==> config.mk <==
export PLATFORM = sky130hd
export DESIGN_NAME = integer_issue_scheduler
export DESIGN_NICKNAME = d
export VERILOG_FILES = /design/src/rtl/integer_issue_scheduler.sv
export SDC_FILE = /design/constraint.sdc
export NUM_CORES = 1
export LEC_CHECK = 0
export BUFFER_PORTS_ARGS = -buffer_cell sky130_fd_sc_hd__buf_2
export CAP_MARGIN = 10
export CELL_PAD_IN_SITES_DETAIL_PLACEMENT = 1
export CELL_PAD_IN_SITES_GLOBAL_PLACEMENT = 2
export CORE_ASPECT_RATIO = 1.25
export CORE_MARGIN = 2
export CORE_UTILIZATION = 41
export CTS_CLUSTER_DIAMETER = 40
export CTS_CLUSTER_SIZE = 30
export DETAILED_ROUTE_END_ITERATION = 12
export PLACE_DENSITY_LB_ADDON = 0.1
export SYNTH_ARGS = -nofsm -noshare
export SYNTH_HDL_FRONTEND = slang
export SYNTH_SLANG_ARGS = --single-unit
==> constraint.sdc <==
create_clock -name clk_i -period 3.9 [get_ports clk_i]
set_clock_uncertainty 0.05 [all_clocks]
set_input_delay 0.78 -clock clk_i [delete_from_list [all_inputs] [get_ports clk_i]]
set_output_delay 0.78 -clock clk_i [all_outputs]
set_load 0.01 [all_outputs]
==> src/rtl/integer_issue_scheduler.sv <==
// Issue-side scheduler for the integer execution unit: writeback slot reservation,
// divider serialisation and MUL/DIV/BMU clock-enable generation with idle timeout.
module integer_issue_scheduler #(
    parameter int MUL_LATENCY  = 4,
    parameter int DIV_LATENCY  = 34,
    parameter int IDLE_TIMEOUT = 8
) (
    input  logic       clk_i,
    input  logic       rst_i,
    input  logic       stall_i,
    input  logic       issue_valid_i,
    input  logic [1:0] issue_unit_i,
    output logic       issue_ready_o,
    output logic [3:0] data_valid_o,
    input  logic       div_idle_i,
    input  logic       div_valid_i,
    input  logic       result_valid_i,
    output logic       mul_clk_en_o,
    output logic       div_clk_en_o,
    output logic       bmu_clk_en_o
);

    localparam int MAX_LAT = (MUL_LATENCY > DIV_LATENCY) ? MUL_LATENCY : DIV_LATENCY;
    localparam int LAT_W   = $clog2(MAX_LAT + 1);
    localparam int CNT_W   = (IDLE_TIMEOUT > 0) ? $clog2(IDLE_TIMEOUT + 1) : 1;

    typedef enum logic [1:0] {
        UNIT_ALU = 2'd0,
        UNIT_BMU = 2'd1,
        UNIT_MUL = 2'd2,
        UNIT_DIV = 2'd3
    } unit_e;

    unit_e                  unit;
    logic [LAT_W-1:0]       lat;
    logic [MAX_LAT:0]       rsv;
    logic [MAX_LAT:0]       rsv_set;
    logic [MUL_LATENCY-1:0] mul_pipe;
    logic                   bmu_inflight;
    logic                   div_busy;
    logic                   div_ok;
    logic                   issue;
    logic [2:0]             unit_issue;   // {DIV, MUL, BMU}
    logic [2:0]             inflight;
    logic [2:0]             clk_en;
    logic [CNT_W-1:0]       cnt [3];

    assign unit = unit_e'(issue_unit_i);

    // NOTE: every signal written in always_comb gets a default first, so no path leaves it unassigned and no latch is inferred.
    always_comb begin
        lat = '0;
        case (unit)
            UNIT_ALU: lat = '0;
            UNIT_BMU: lat = LAT_W'(1);
            UNIT_MUL: lat = LAT_W'(MUL_LATENCY);
            UNIT_DIV: lat = LAT_W'(DIV_LATENCY);
            default:  lat = '0;
        endcase
    end

    assign div_ok        = (unit != UNIT_DIV) || (!div_busy && div_idle_i);
    assign issue_ready_o = !rst_i && !stall_i && !rsv[lat] && div_ok;
    assign issue         = issue_valid_i && issue_ready_o;

    always_comb begin
        data_valid_o = '0;
        rsv_set      = '0;
        if (issue) begin
            data_valid_o[issue_unit_i] = 1'b1;
            // The slot is claimed one position early because the vector shifts on this same edge.
            if (unit != UNIT_ALU) rsv_set[lat - LAT_W'(1)] = 1'b1;
        end
    end

    assign unit_issue = data_valid_o[3:1];
    assign inflight   = {div_busy, |mul_pipe, bmu_inflight};

    always_comb begin
        clk_en = '0;
        for (int i = 0; i < 3; i++)
            clk_en[i] = !rst_i && (unit_issue[i] || inflight[i] || (cnt[i] != '0));
    end

    assign {div_clk_en_o, mul_clk_en_o, bmu_clk_en_o} = clk_en;

    // NOTE: sequential state uses non-blocking assignments so every register samples pre-edge values.
    always_ff @(posedge clk_i) begin
        if (rst_i) begin
            rsv          <= '0;
            mul_pipe     <= '0;
            bmu_inflight <= 1'b0;
            div_busy     <= 1'b0;
            for (int i = 0; i < 3; i++) cnt[i] <= '0;
        end else if (!stall_i) begin
            rsv          <= (rsv >> 1) | rsv_set;
            mul_pipe     <= {data_valid_o[UNIT_MUL], mul_pipe[MUL_LATENCY-1:1]};
            bmu_inflight <= data_valid_o[UNIT_BMU];
            if (data_valid_o[UNIT_DIV])
                div_busy <= 1'b1;
            else if (div_valid_i)
                div_busy <= 1'b0;
            // Idle countdown only starts once the unit has drained.
            for (int i = 0; i < 3; i++) begin
                if (unit_issue[i])
                    cnt[i] <= CNT_W'(IDLE_TIMEOUT);
                else if ((cnt[i] != '0) && !inflight[i])
                    cnt[i] <= cnt[i] - CNT_W'(1);
            end
        end
    end

`ifndef SYNTHESIS
    // Simulation-only consistency checks against the integer unit's responses.
    logic [LAT_W-1:0] div_age;

    always_ff @(posedge clk_i) begin
        if (rst_i) begin
            div_age <= '0;
        end else if (!stall_i) begin
            if (data_valid_o[UNIT_DIV])
                div_age <= LAT_W'(1);
            else if (div_busy && (div_age != LAT_W'(DIV_LATENCY)))
                div_age <= div_age + LAT_W'(1);
        end
    end

    always_ff @(posedge clk_i) begin
        if (!rst_i && !stall_i) begin
            assert (result_valid_i == (rsv[0] | data_valid_o[UNIT_ALU]));
            assert (div_valid_i == (div_busy && (div_age == LAT_W'(DIV_LATENCY))));
            assert ($onehot0(data_valid_o));
        end
    end
`endif

endmodule

**Yosys cells after proc, flatten, opt, wreduce, memory -nomap -nowiden**

Memories as Yosys holds them, arrays and structs flattened.
Cells that the tools add are included.

- Register bits: 41
- Bits in latches: 0
- Memory bits (writable): 12
- Bits in read-only memories: 0
- Output and inout port bits: 8
- Word-level logic and storage cells: 107
- Memories: 1

- $add $sub $neg: 4
- Multiply operators: 0
- Div/mod/pow operators: 0
- Magnitude comparators: 5
- Equality and inequality tests: 4
- Shifts and indexed selects: 0
- Multiplexer cells: 47
- Bitwise gates (word level): 8
- Reductions and logical operators: 34

Memories:

| name | depth | bits a word | rd ports | clocked after memory_dff | write ports | line | text |
|---|---|---|---|---|---|---|---|
| cnt | 3 | 4 | 3 | 0 | 3 | 46 | `logic [CNT_W-1:0] cnt [3];` |

Operators with widths:

| cell | number |
|---|---|
| 35-bit two-way mux | 2 |
| 34-bit by 35-bit OR with 35-bit output | 1 |
| 1-bit two-way mux | 34 |
| 4-bit two-way mux | 7 |
| 6-bit case mux with 4 select lines | 1 |
| 6-bit by 7-bit less-than comparator with 1-bit output (second input constant) | 2 |
| 1-bit logical AND | 13 |
| 4-bit nonzero test | 3 |
| 4-bit by 1-bit subtractor with 4-bit output (second input constant) | 3 |
| 1-bit logical OR | 7 |
| 1-bit binary-select mux with 6-bit select | 1 |
| 1-bit demux with 6-bit select | 1 |
| 6-bit by 1-bit >= comparator with 1-bit output (second input constant) | 1 |
| 1-bit logical NOT | 6 |
| 1-bit OR | 6 |
| 6-bit by 1-bit subtractor with 6-bit output (second input constant) | 1 |
| 2-bit equality test (second input constant) | 2 |
| 2-bit nonzero test | 2 |
| 4-bit OR reduction | 1 |
| 2-bit by 3-bit less-than comparator with 1-bit output (second input constant) | 1 |
| 1-bit demux with 2-bit select | 1 |
| 2-bit by 1-bit equality test with 1-bit output (second input constant) | 1 |
| 2-bit by 1-bit >= comparator with 1-bit output (second input constant) | 1 |
| 2-bit logical NOT | 1 |
| 3 further kinds | 3 |

**Depth between registers and ports, before layout**

Gate-level depths: netlist of run 1.

- Depth after elaboration: 15
- Depth in mapped cells: 10
- Depth with buffers taken out: 9

**Least setup slack after synthesis of run 1**

Ideal clock, no wire load.

- Path kind: input to output
- From: input issue_unit_i[1]
- To: output div_clk_en_o
- Arrival: 2.337 ns
- Required time: 3.070 ns
- Path slack: 0.733 ns
- Stages on the path: 9
- Path buffers: 1
- Cells stage by stage: inv_1 > ha_1 > buf_6 > a211o_4 > a21o_2 > or2_1 > inv_1 > nor3_1 > nor2_1

- Word-level cells in the longest chain between the ends: 12
- Elaborated cells on any way between the ends: 22

Ends and longest elaborated chain:

| item | line | text |
|---|---|---|
| start: declaration | 12 | `input logic [1:0] issue_unit_i,` |
| 2-bit equality test, or another cell as far along | 53 | `case (unit)` |
| 6-bit case mux with 4 select lines | 53 |  |
| 1-bit binary-select mux with 6-bit select | 63 | `assign issue_ready_o = !rst_i && !stall_i && !rsv[lat] && div_ok;` |
| 1-bit two-way mux (not written as such) | 63 |  |
| 1-bit logical NOT | 63 |  |
| 1-bit logical AND (2 in series) | 63 |  |
| 1-bit logical AND | 64 | `assign issue = issue_valid_i && issue_ready_o;` |
| 4-bit two-way mux (*) | 69 | `if (issue) begin` |
| net data_valid_o[3] | 14 | `output logic [3:0] data_valid_o,` |
| 1-bit logical OR (*) (2 in series) | 82 | `clk_en[i] = !rst_i && (unit_issue[i] \|\| inflight[i] \|\| (cnt[i] != '0));` |
| 1-bit logical AND (*) | 82 |  |
| end: declaration | 19 | `output logic div_clk_en_o,` |

Mark *: on every way through the listed nets, which the timed path passes. The rest lies on a longest branch. The select of a mux whose other input is x is not followed.

**Worst setup path in the final report of run 1**

- From: input issue_unit_i[1]
- To: output mul_clk_en_o

- Word-level cells in the longest chain between the ends: 12
- Elaborated cells on any way between the ends: 22

Ends and longest elaborated chain:

| item | line | text |
|---|---|---|
| 2-bit equality test, or another cell as far along | 53 |  |
| 6-bit case mux with 4 select lines | 53 |  |
| 1-bit binary-select mux with 6-bit select | 63 |  |
| 1-bit two-way mux (not written as such) | 63 |  |
| 1-bit logical NOT | 63 |  |
| 1-bit logical AND (2 in series) | 63 |  |
| 1-bit logical AND | 64 |  |
| 4-bit two-way mux (*) | 69 |  |
| 1-bit logical OR (*) (2 in series) | 82 |  |
| 1-bit logical AND (*) | 82 |  |
| end: declaration | 18 | `output logic mul_clk_en_o,` |

Every way passes the cells marked *; elsewhere a longest branch is shown, timed or not. The select of a mux whose other input is x is not followed.

==> results of run 1 <==
registers in the layout, summed over array words and instances, names as in the netlist:
register,flops
rsv,35
cnt,12
mul_pipe,4
bmu_inflight,1
div_busy,1
cell usage in the layout, fill, tap and decap left out, drive strengths merged, types with 3 or more instances in the layout:
master	count
ha	10
nand2	13
or3	3
clkbuf	5
o21ai	4
nor2	40
a311oi	4
dfxtp	41
mux2i	24
buf	21
nand2b	3
nor2b	19
a21oi	3
xnor2	5
a211oi	8
inv	14
nor3	24
edfxtp	12
final cells by class:
class	instances	area share (%)
inverter	12	1.60
clock inverter	3	0.846
sequential	53	42.0
tap	85	3.79
timing repair buffer	21	4.28
clock buffer	5	2.45
multi-input combinational	188	45.0
per-layer routing:
layer / GRT usage [%] / vias to the layer above / part of all wire, % / wire, µm
met5: 0 / - / 0 / 0
li1: - / 958 / - / -
met2: 27.7 / 23 / 49 / 2620
met3: 2.97 / 2 / 2.3 / 123
met4: 4.46 / 0 / 0.72 / 38
met1: 21.7 / 888 / 48 / 2520
critical path: stages:
cell and delay, ns:
buf_2 0.12, inv_1 0.12, ha_1 0.36, mux2i_1 0.31
nor2_1 0.15, or3b_2 0.56, a31oi_1 0.19, buf_2 0.16
cell families after synthesis:
| group | Yosys count | share of synthesized area, % |
|---|---|---|
| flops | 53 | 46.4 |
| mux | 24 | 9.44 |
| buf+inv | 24 | 3.89 |
| xor+xnor | 7 | 2.41 |
| compound gates | 32 | 10.5 |
| simple gates | 115 | 22.4 |
| fa+ha+maj | 10 | 4.92 |
power groups by stage:
stage               clock network [mW]  registers [mW]  logic, mW
detailed placement                   0           0.623      0.158
CTS                              0.338           0.611      0.160
global placement                     0           0.623      0.156
floorplan                            0           0.618      0.120
finish                           0.324           0.611      0.156
global route                     0.364           0.614      0.177
how the worst max path moves through the flow:
stage | cells past startpoint | slack, ns | to
final | 8 | 0.32 | mul_clk_en_o
after global routing | 11 | 0.13 | div_clk_en_o
after CTS | 8 | 0.27 | mul_clk_en_o
after detailed placement | 8 | 0.27 | mul_clk_en_o
after global placement | 8 | 0.33 | mul_clk_en_o
after floorplan | 9 | 0.73 | div_clk_en_o
==> metrics.md, run 1 <==
| Metric | Value |
|---|---|
| Register-to-Register Setup Slack | `1.73 ns` |
| Max Fclk | `0.279 GHz` |
| Number of flops mapped to enable cells by yosys | `12` |
| Clock power share | `29.7%` |
| # hold bufs at CTS | `0` |
| End-of-flow core utilization | `46.2%` |
| Setup crit start | `issue_unit_i[1]` |
| Cell Area, Placed | `0.00272 mm²` |
| DP Worst Slack | `0.268 ns` |
| Leakage Power | `1.18 nW` |
| Boundary Pins | `17` |
| Worst Path Required | `3.07 ns` |
| ANT cells | `0` |
| First-pass GRT wire length | `8900 µm` |
| Via density | `5.10` |
| Fillers | `719` |
| Top FF cell, synth | `dfxtp_1` |
| Detailed Routing Iterations Pass 1 | `4` |
| Hold Path Class | `flop to flop` |
| Worst reg-to-reg path cell count | `6` |
| Peak VDD IR | `0.170 mV` |
| Power density over the cells | `389 mW/mm²` |
| FP Rows | `32` |
| Hold Path End | `bmu_inflight$_SDFFE_PP0N_` |
| CP Class | `input port to output port` |
| Outcome | `complete, no violations` |
| Largest net degree at the start of global routing | `54` |
| Non-filler instance count after layout | `367` |
| Core area | `0.00609 mm²` |
| GRT Util Overall | `16.6%` |
| Part of the power in registers | `55.9%` |
| Hpwl dp | `3820 µm` |
| Slew Limit Headroom | `57.4%` |
| Logic pwr share | `14.3%` |
| Mean Syn Cell Area | `9.60 µm²` |
| Fin crit share | `91.9%` |
| Register area share after synthesis | `46.4%` |
| Setup TNS | `0 ns` |
| Cell variety after synth | `45` |
| Yosys top cell area share | `32.3%` |
| Crit-path max FO | `6` |
| Placer Congestion | `0.738` |
| Routed len/inst | `14.4 µm` |
| FF+latch count, synth | `53` |
| Overflow after GRT | `0` |
| # placed instances | `359` |
| Final setup fails | `0` |
| Hold Crit Start | `bmu_inflight$_SDFFE_PP0N_` |
| Post-CTS setup buffers | `0` |
| TritonCTS Buffers | `5` |
| Post-synth top cells | `41 x dfxtp_1, 40 x nor2_1, 24 x mux2i_1, 24 x nor3_1, 19 x nor2b_1` |
| Die area | `0.00685 mm²` |
| Power, Total | `1.09 mW` |
| Drc violations | `0` |
| Switching portion of total power | `27.5%` |
| P_sw | `0.301 mW` |
| Antenna-violating nets left | `0` |
| Worst setup margin | `0.315 ns` |
| Tmin final | `3.58 ns` |
| H-tree depth | `2` |
| Syn nets | `284` |
| Iteration-0 DRC Markers | `95` |
| Final hold violation count | `0` |
| Slew Limit Fails | `0` |
| Warnings, synthesis | `0` |
| Die W | `74.5 µm` |
| CP arrival | `2.75 ns` |
| Synth area leader | `dfxtp_1` |
| Post-route cell area | `0.00281 mm²` |
| IO buf count | `15` |
| Clock slew at reported path FFs | `0.09 ns` |
| TritonCTS clock tree | `done` |
| Clock sink count | `53` |
| Via Count | `1871` |
| RR Endpoint | `cnt[0][1]$_SDFFCE_PN0P_` |
| CP Capture Type | `output port` |
| Mapped cell area | `0.00254 mm²` |
| Top-count cell post-synth | `dfxtp_1` |
| Asr flop ratio synth | `0%` |
| Register area | `0.00118 mm²` |
| Starting density of the core | `41.8%` |
| Die Ht | `92.1 µm` |
| Clock Tree Root | `clkbuf_8` |
| Critical Path Start Type | `input port` |
| RSZ-0062 raised after global routing | `no` |
| WHS | `0.416 ns` |
| Clk_lat worst skew | `0.31 ns` |
| Hold depth | `2` |
| Synth top area cells | `dfxtp_1 32%, edfxtp_1 14%, mux2i_1 9.4%, nor2_1 5.9%, ha_1 4.9%` |
| Total Wirelength | `5300 µm` |
| Max-capacitance violation count | `0` |
| Cell count after synthesis | `265` |
| Nets | `300` |
| P_int | `0.791 mW` |
| Ratio of cells with drive above 1 in the final layout | `13.1%` |
| CTS Buffer Depth | `2` |
| Initial antenna violation count | `0` |
| Cts repair resizes | `0` |
| Syn-to-layout area delta | `10.4%` |
| Vias in the first global route | `1854` |
| Worst Tran Pin Value | `0.639 ns` |
| R2R Path Start | `rsv[34]$_SDFFE_PP0N_` |
| Area of the multi-input gates | `0.00126 mm²` |
Note: power is estimated with default switching activity, not from simulation.
==> inputs of run 2 (changes only) <==
CELL_PAD_IN_SITES_DETAIL_PLACEMENT = not set   (was 1)
CELL_PAD_IN_SITES_GLOBAL_PLACEMENT = not set   (was 2)
CORE_UTILIZATION = 60   (was 41)
PLACE_DENSITY = 0.79   (was not set)
PLACE_DENSITY_LB_ADDON = not set   (was 0.1)
==> run 2 against run 1 <==
Compared with the run above:
- final cell count fell by 8.4%
- global-route usage rose by 3.6 points
- worst hold slack got worse by 0.0018 ns
- sequential share of layout area rose by 0.76 points
- first-iteration DRC count fell by 39%
- highest routed layer unchanged
- sequential power barely moved
==> metrics.md, run 2 (synthesis gave the netlist of run 1 again) <==
| Metric | Value |
|---|---|
| Routed len/inst | `13.2 µm` |
| Power density over the cells | `394 mW/mm²` |
| Slew Limit Fails | `0` |
| Detailed Routing Iterations Pass 1 | `4` |
| Antenna-violating nets left | `0` |
| Area of the multi-input gates | `0.00126 mm²` |
| Fillers | `348` |
| CTS Buffer Depth | `2` |
| Setup crit start | `issue_unit_i[1]` |
| Top flop regs | `rsv x35, cnt x12, mul_pipe x4` |
| R2R Path Start | `cnt[0][0]$_SDFFCE_PN0P_` |
| Slew Limit Headroom | `29.1%` |
| Post-CTS setup buffers | `0` |
| Total Wirelength | `4430 µm` |
| TritonCTS clock tree | `done` |
| Final hold violation count | `0` |
| IO buf count | `15` |
| Critical Path, Cell by Cell | `buf_2, inv_1, ha_1, mux2i_1, nor2_1, or3b_2, a31oi_1, buf_2` |
| Placer Congestion | `0.787` |
| FP Rows | `26` |
| Clock Tree Root | `clkbuf_8` |
| CP max-delay cell | `or3b_2` |
| H-tree depth | `2` |
| Syn-to-layout area delta | `8.46%` |
| TritonCTS Buffers | `5` |
| Most frequent cells in the layout | `41 x dfxtp_1, 40 x nor2_1, 24 x nor3_1, 24 x mux2i_1, 19 x nor2b_1` |
| Critical Path Most Common Cell | `buf_2` |
| Largest register FFs | `35` |
| Vias in the first global route | `1788` |
| Cts repair resizes | `0` |
| Hpwl dp | `3140 µm` |
| Overflow after GRT | `0` |
| Cell Area, Placed | `0.00267 mm²` |
| Starting density of the core | `62.6%` |
| Initial antenna violation count | `0` |
| Clk_lat worst skew | `0.31 ns` |
| RSZ-0062 raised after global routing | `no` |
| Via Count | `1835` |
| Post-route cell area | `0.00276 mm²` |
| Die area | `0.00478 mm²` |
| Max Fclk | `0.279 GHz` |
| Clock sink count | `53` |
| DP Worst Slack | `0.405 ns` |
| Clock slew at reported path FFs | `0.10 ns` |
| Worst Path Required | `3.07 ns` |
| Largest Register | `rsv` |
| WHS | `0.414 ns` |
| Die Ht | `76.8 µm` |
| # hold bufs at CTS | `0` |
| # placed instances | `328` |
| Buffers & Inverters on Critical Path | `3` |
| Largest net degree at the start of global routing | `42` |
| Tmin final | `3.58 ns` |
| First-pass GRT wire length | `7820 µm` |
| Core area | `0.00407 mm²` |
| GRT Util Overall | `20.2%` |
| Hold Crit Start | `bmu_inflight$_SDFFE_PP0N_` |
| Max-capacitance violation count | `0` |
| Critical path's largest stage delay | `0.57 ns` |
| Commonest non-fill, non-tap cell in the layout | `dfxtp_1` |
| CP Class | `input port to output port` |
| Peak VDD IR | `0.246 mV` |
| Register area | `0.00118 mm²` |
| Boundary Pins | `17` |
| CP Capture Type | `output port` |
| Crit-path max FO | `6` |
| Outcome | `complete, no violations` |
| Iteration-0 DRC Markers | `58` |
| Nets | `298` |
| Ratio of cells with drive above 1 in the final layout | `12.5%` |
| ANT cells | `0` |
| Leakage Power | `1.17 nW` |
| Drc violations | `0` |
| Setup TNS | `0 ns` |
| Top delay family on crit path | `simple AND/OR/NAND/NOR gates` |
| Worst setup margin | `0.319 ns` |
| Via density | `5.46` |
| Final setup fails | `0` |
| Critical Path Start Type | `input port` |
| Fin crit share | `91.8%` |
| Non-filler instance count after layout | `336` |
| Worst Tran Pin Value | `1.04 ns` |
| Hold Path Class | `flop to flop` |
| CP arrival | `2.75 ns` |
| Die W | `62.2 µm` |
| Register-to-Register Setup Slack | `1.69 ns` |
-- run 2: cell count changes in the layout (fill, tap and decap cells not counted), sizes merged --
cell | previous run | this run
buf | 21 | 19
clkinv | 1 | 0
clkinvlp | 0 | 1
-- run 2: power breakdown --
group	internal, mW	total [mW]	switching, mW
logic	0.0666	0.152	0.0855
registers	0.593	0.610	0.0176
clock network	0.131	0.324	0.192
total	0.791	1.09	0.295
-- run 2: final cells by class --
cell class,count,area share [%]
inverter,12,1.63
timing repair buffer,19,3.81
multi-input combinational,188,45.8
sequential,53,42.8
clock buffer,5,2.49
clock inverter,3,0.907
tap,56,2.54
-- run 2: final timing paths --
path                                    end  cells after the start
setup / recovery               mul_clk_en_o                      8
hold / removal    bmu_inflight$_SDFFE_PP0N_                      2
setup reg to reg    cnt[0][3]$_SDFFCE_PN0P_                      4
hold reg to reg   bmu_inflight$_SDFFE_PP0N_                      2
-- run 2: worst min-delay path: stages, from the launching register on --
cell and delay, ns:
dfxtp_1 0.33, nand2_1 0.05, nand2_1 0.04
-- run 2: through the flow --
step                      total power [mW]  utilization (%)
after floorplan                      0.738                -
after global placement               0.771             65.5
after detailed placement             0.774             65.5
after CTS                             1.09             67.8
after global routing                  1.13             67.8
final                                 1.09             67.8
-- run 2: per-layer routing --
layer  part of all wire [%]  global-route usage (%)
met1                     48                    24.8
met2                     48                    34.6
met3                    1.9                    3.81
met4                    2.0                    8.89
met5                      0                       0
==> inputs of run 3 (changes only) <==
RECOVER_POWER = 50   (was not set)
==> run 3 against run 2 <==
Compared with the run above:
- core utilization shrank 0.18 points
- via count decreased by 0.11%
- combinational power is essentially flat
- maximum frequency shrank 0.63%
- final cell count did not move
- the run now ends with capacitance limit, slew limit left
- routed wire length is 0.56% lower
- die area unchanged
- non-clock buffer count unchanged
- global-route usage unchanged
==> metrics.md, run 3 (synthesis gave the netlist of run 1 again) <==
| Metric | Value |
|---|---|
| Ratio of cells with drive above 1 in the final layout | `10.4%` |
| Nets | `298` |
| Crit-path max FO | `6` |
| Peak VDD IR | `0.247 mV` |
| Vias in the first global route | `1788` |
| Slew Limit Fails | `39` |
| Max Fclk | `0.277 GHz` |
| Largest register FFs | `35` |
| Die W | `62.2 µm` |
| Commonest non-fill, non-tap cell in the layout | `dfxtp_1` |
| CP Capture Type | `output port` |
| Antenna-violating nets left | `0` |
| Slew Limit Headroom | `-6.98%` |
| GRT Util Overall | `20.2%` |
| Clock slew at reported path FFs | `0.10 ns` |
| Via density | `5.46` |
| Outcome | `finished with violations` |
| Cts repair resizes | `0` |
| Placer Congestion | `0.787` |
| Drc violations | `0` |
| Core area | `0.00407 mm²` |
| TritonCTS Buffers | `5` |
| Most frequent cells in the layout | `41 x dfxtp_1, 40 x nor2_1, 24 x nor3_1, 24 x mux2i_1, 19 x nor2b_1` |
| CTS Buffer Depth | `2` |
| Die Ht | `76.8 µm` |
| CP arrival | `2.77 ns` |
| CP Class | `input port to output port` |
| Post-CTS setup buffers | `0` |
| Routed len/inst | `13.1 µm` |
| Power density over the cells | `395 mW/mm²` |
| Fillers | `352` |
| FP Rows | `26` |
| Failing checks | `capacitance limit, slew limit` |
| Worst Path Required | `3.07 ns` |
| Syn-to-layout area delta | `8.17%` |
| Iteration-0 DRC Markers | `60` |
| Max-capacitance violation count | `1` |
| Starting density of the core | `62.6%` |
| Critical Path Start Type | `input port` |
| Clk_lat worst skew | `0.31 ns` |
| Largest net degree at the start of global routing | `42` |
| Boundary Pins | `17` |
| Detailed Routing Iterations Pass 1 | `4` |
| Clock sink count | `53` |
| Hpwl dp | `3140 µm` |
| Clock Tree Root | `clkbuf_8` |
| Setup TNS | `0 ns` |
| # hold bufs at CTS | `0` |
| ANT cells | `0` |
| TritonCTS clock tree | `done` |
| Via Count | `1833` |
| Die area | `0.00478 mm²` |
| Total Wirelength | `4400 µm` |
| First-pass GRT wire length | `7820 µm` |
| Hold Path Class | `flop to flop` |
| Final hold violation count | `0` |
| Cell Area, Placed | `0.00267 mm²` |
| Top flop regs | `rsv x35, cnt x12, mul_pipe x4` |
| Leakage Power | `1.16 nW` |
| Initial antenna violation count | `0` |
| Post-route cell area | `0.00275 mm²` |
| Fin crit share | `92.4%` |
| H-tree depth | `2` |
| Final setup fails | `0` |
| Tmin final | `3.60 ns` |
| Overflow after GRT | `0` |
| Worst Tran Pin Value | `1.60 ns` |
| RSZ-0062 raised after global routing | `no` |
| End-of-flow core utilization | `67.7%` |
| IO buf count | `15` |
| Largest Register | `rsv` |
-- run 3: changes by cell type in the layout (fill, tap and decap cells not counted), sizes merged --
cell,previous run,this run
clkbuf,5,9
buf,19,15
-- run 3: critical path, cell delays in order --
cell and delay (ns):
clkbuf_1 0.11, inv_1 0.13, ha_1 0.34, mux2i_1 0.32, nor2_1 0.15, or3b_2 0.56
inv_1 0.21, buf_2 0.17
-- run 3: routing by layer --
layer | global-route usage, % | share of wire, % | vias up
met5 | 0 | 0 | -
met4 | 8.89 | 1.7 | 0
met3 | 3.81 | 2.4 | 5
met2 | 34.6 | 49 | 19
met1 | 24.8 | 47 | 859
li1 | - | - | 950
-- run 3: area by class of cell --
class | instances | area (µm²) | area share (%)
Timing Repair Buffer | 19 | 97.6 | 3.55
Clock inverter | 3 | 25.0 | 0.910
Inverter | 12 | 45.0 | 1.64
Tap cell | 56 | 70.1 | 2.55
Sequential cell | 53 | 1180 | 42.9
Multi-Input combinational cell | 188 | 1260 | 45.9
Clock buffer | 5 | 68.8 | 2.50
-- run 3: worst paths after layout --
check,slack [ns],from,to,cells past startpoint
max,0.30,issue_unit_i[1],data_valid_o[2],8
min,0.41,bmu_inflight$_SDFFE_PP0N_,bmu_inflight$_SDFFE_PP0N_,2
max reg2reg,1.70,cnt[0][0]$_SDFFCE_PN0P_,cnt[0][3]$_SDFFCE_PN0P_,4
min reg2reg,0.41,bmu_inflight$_SDFFE_PP0N_,bmu_inflight$_SDFFE_PP0N_,2
-- run 3: per-stage QoR --
stage	power, mW	worst slack (ns)	std cells	hold slack (ns)
after floorplan	0.738	0.733	265	0.384
after global placement	0.771	0.429	328	0.393
after detailed placement	0.774	0.405	328	0.402
after CTS	1.09	0.341	336	0.417
after global routing	1.13	0.109	336	0.445
final	1.09	0.296	336	0.413
-- run 3: report_power, final --
part / internal [mW] / total (mW) / switching [mW]
clock: 0.132 / 0.326 / 0.195
sequential: 0.593 / 0.610 / 0.0176
combinational: 0.0666 / 0.152 / 0.0853
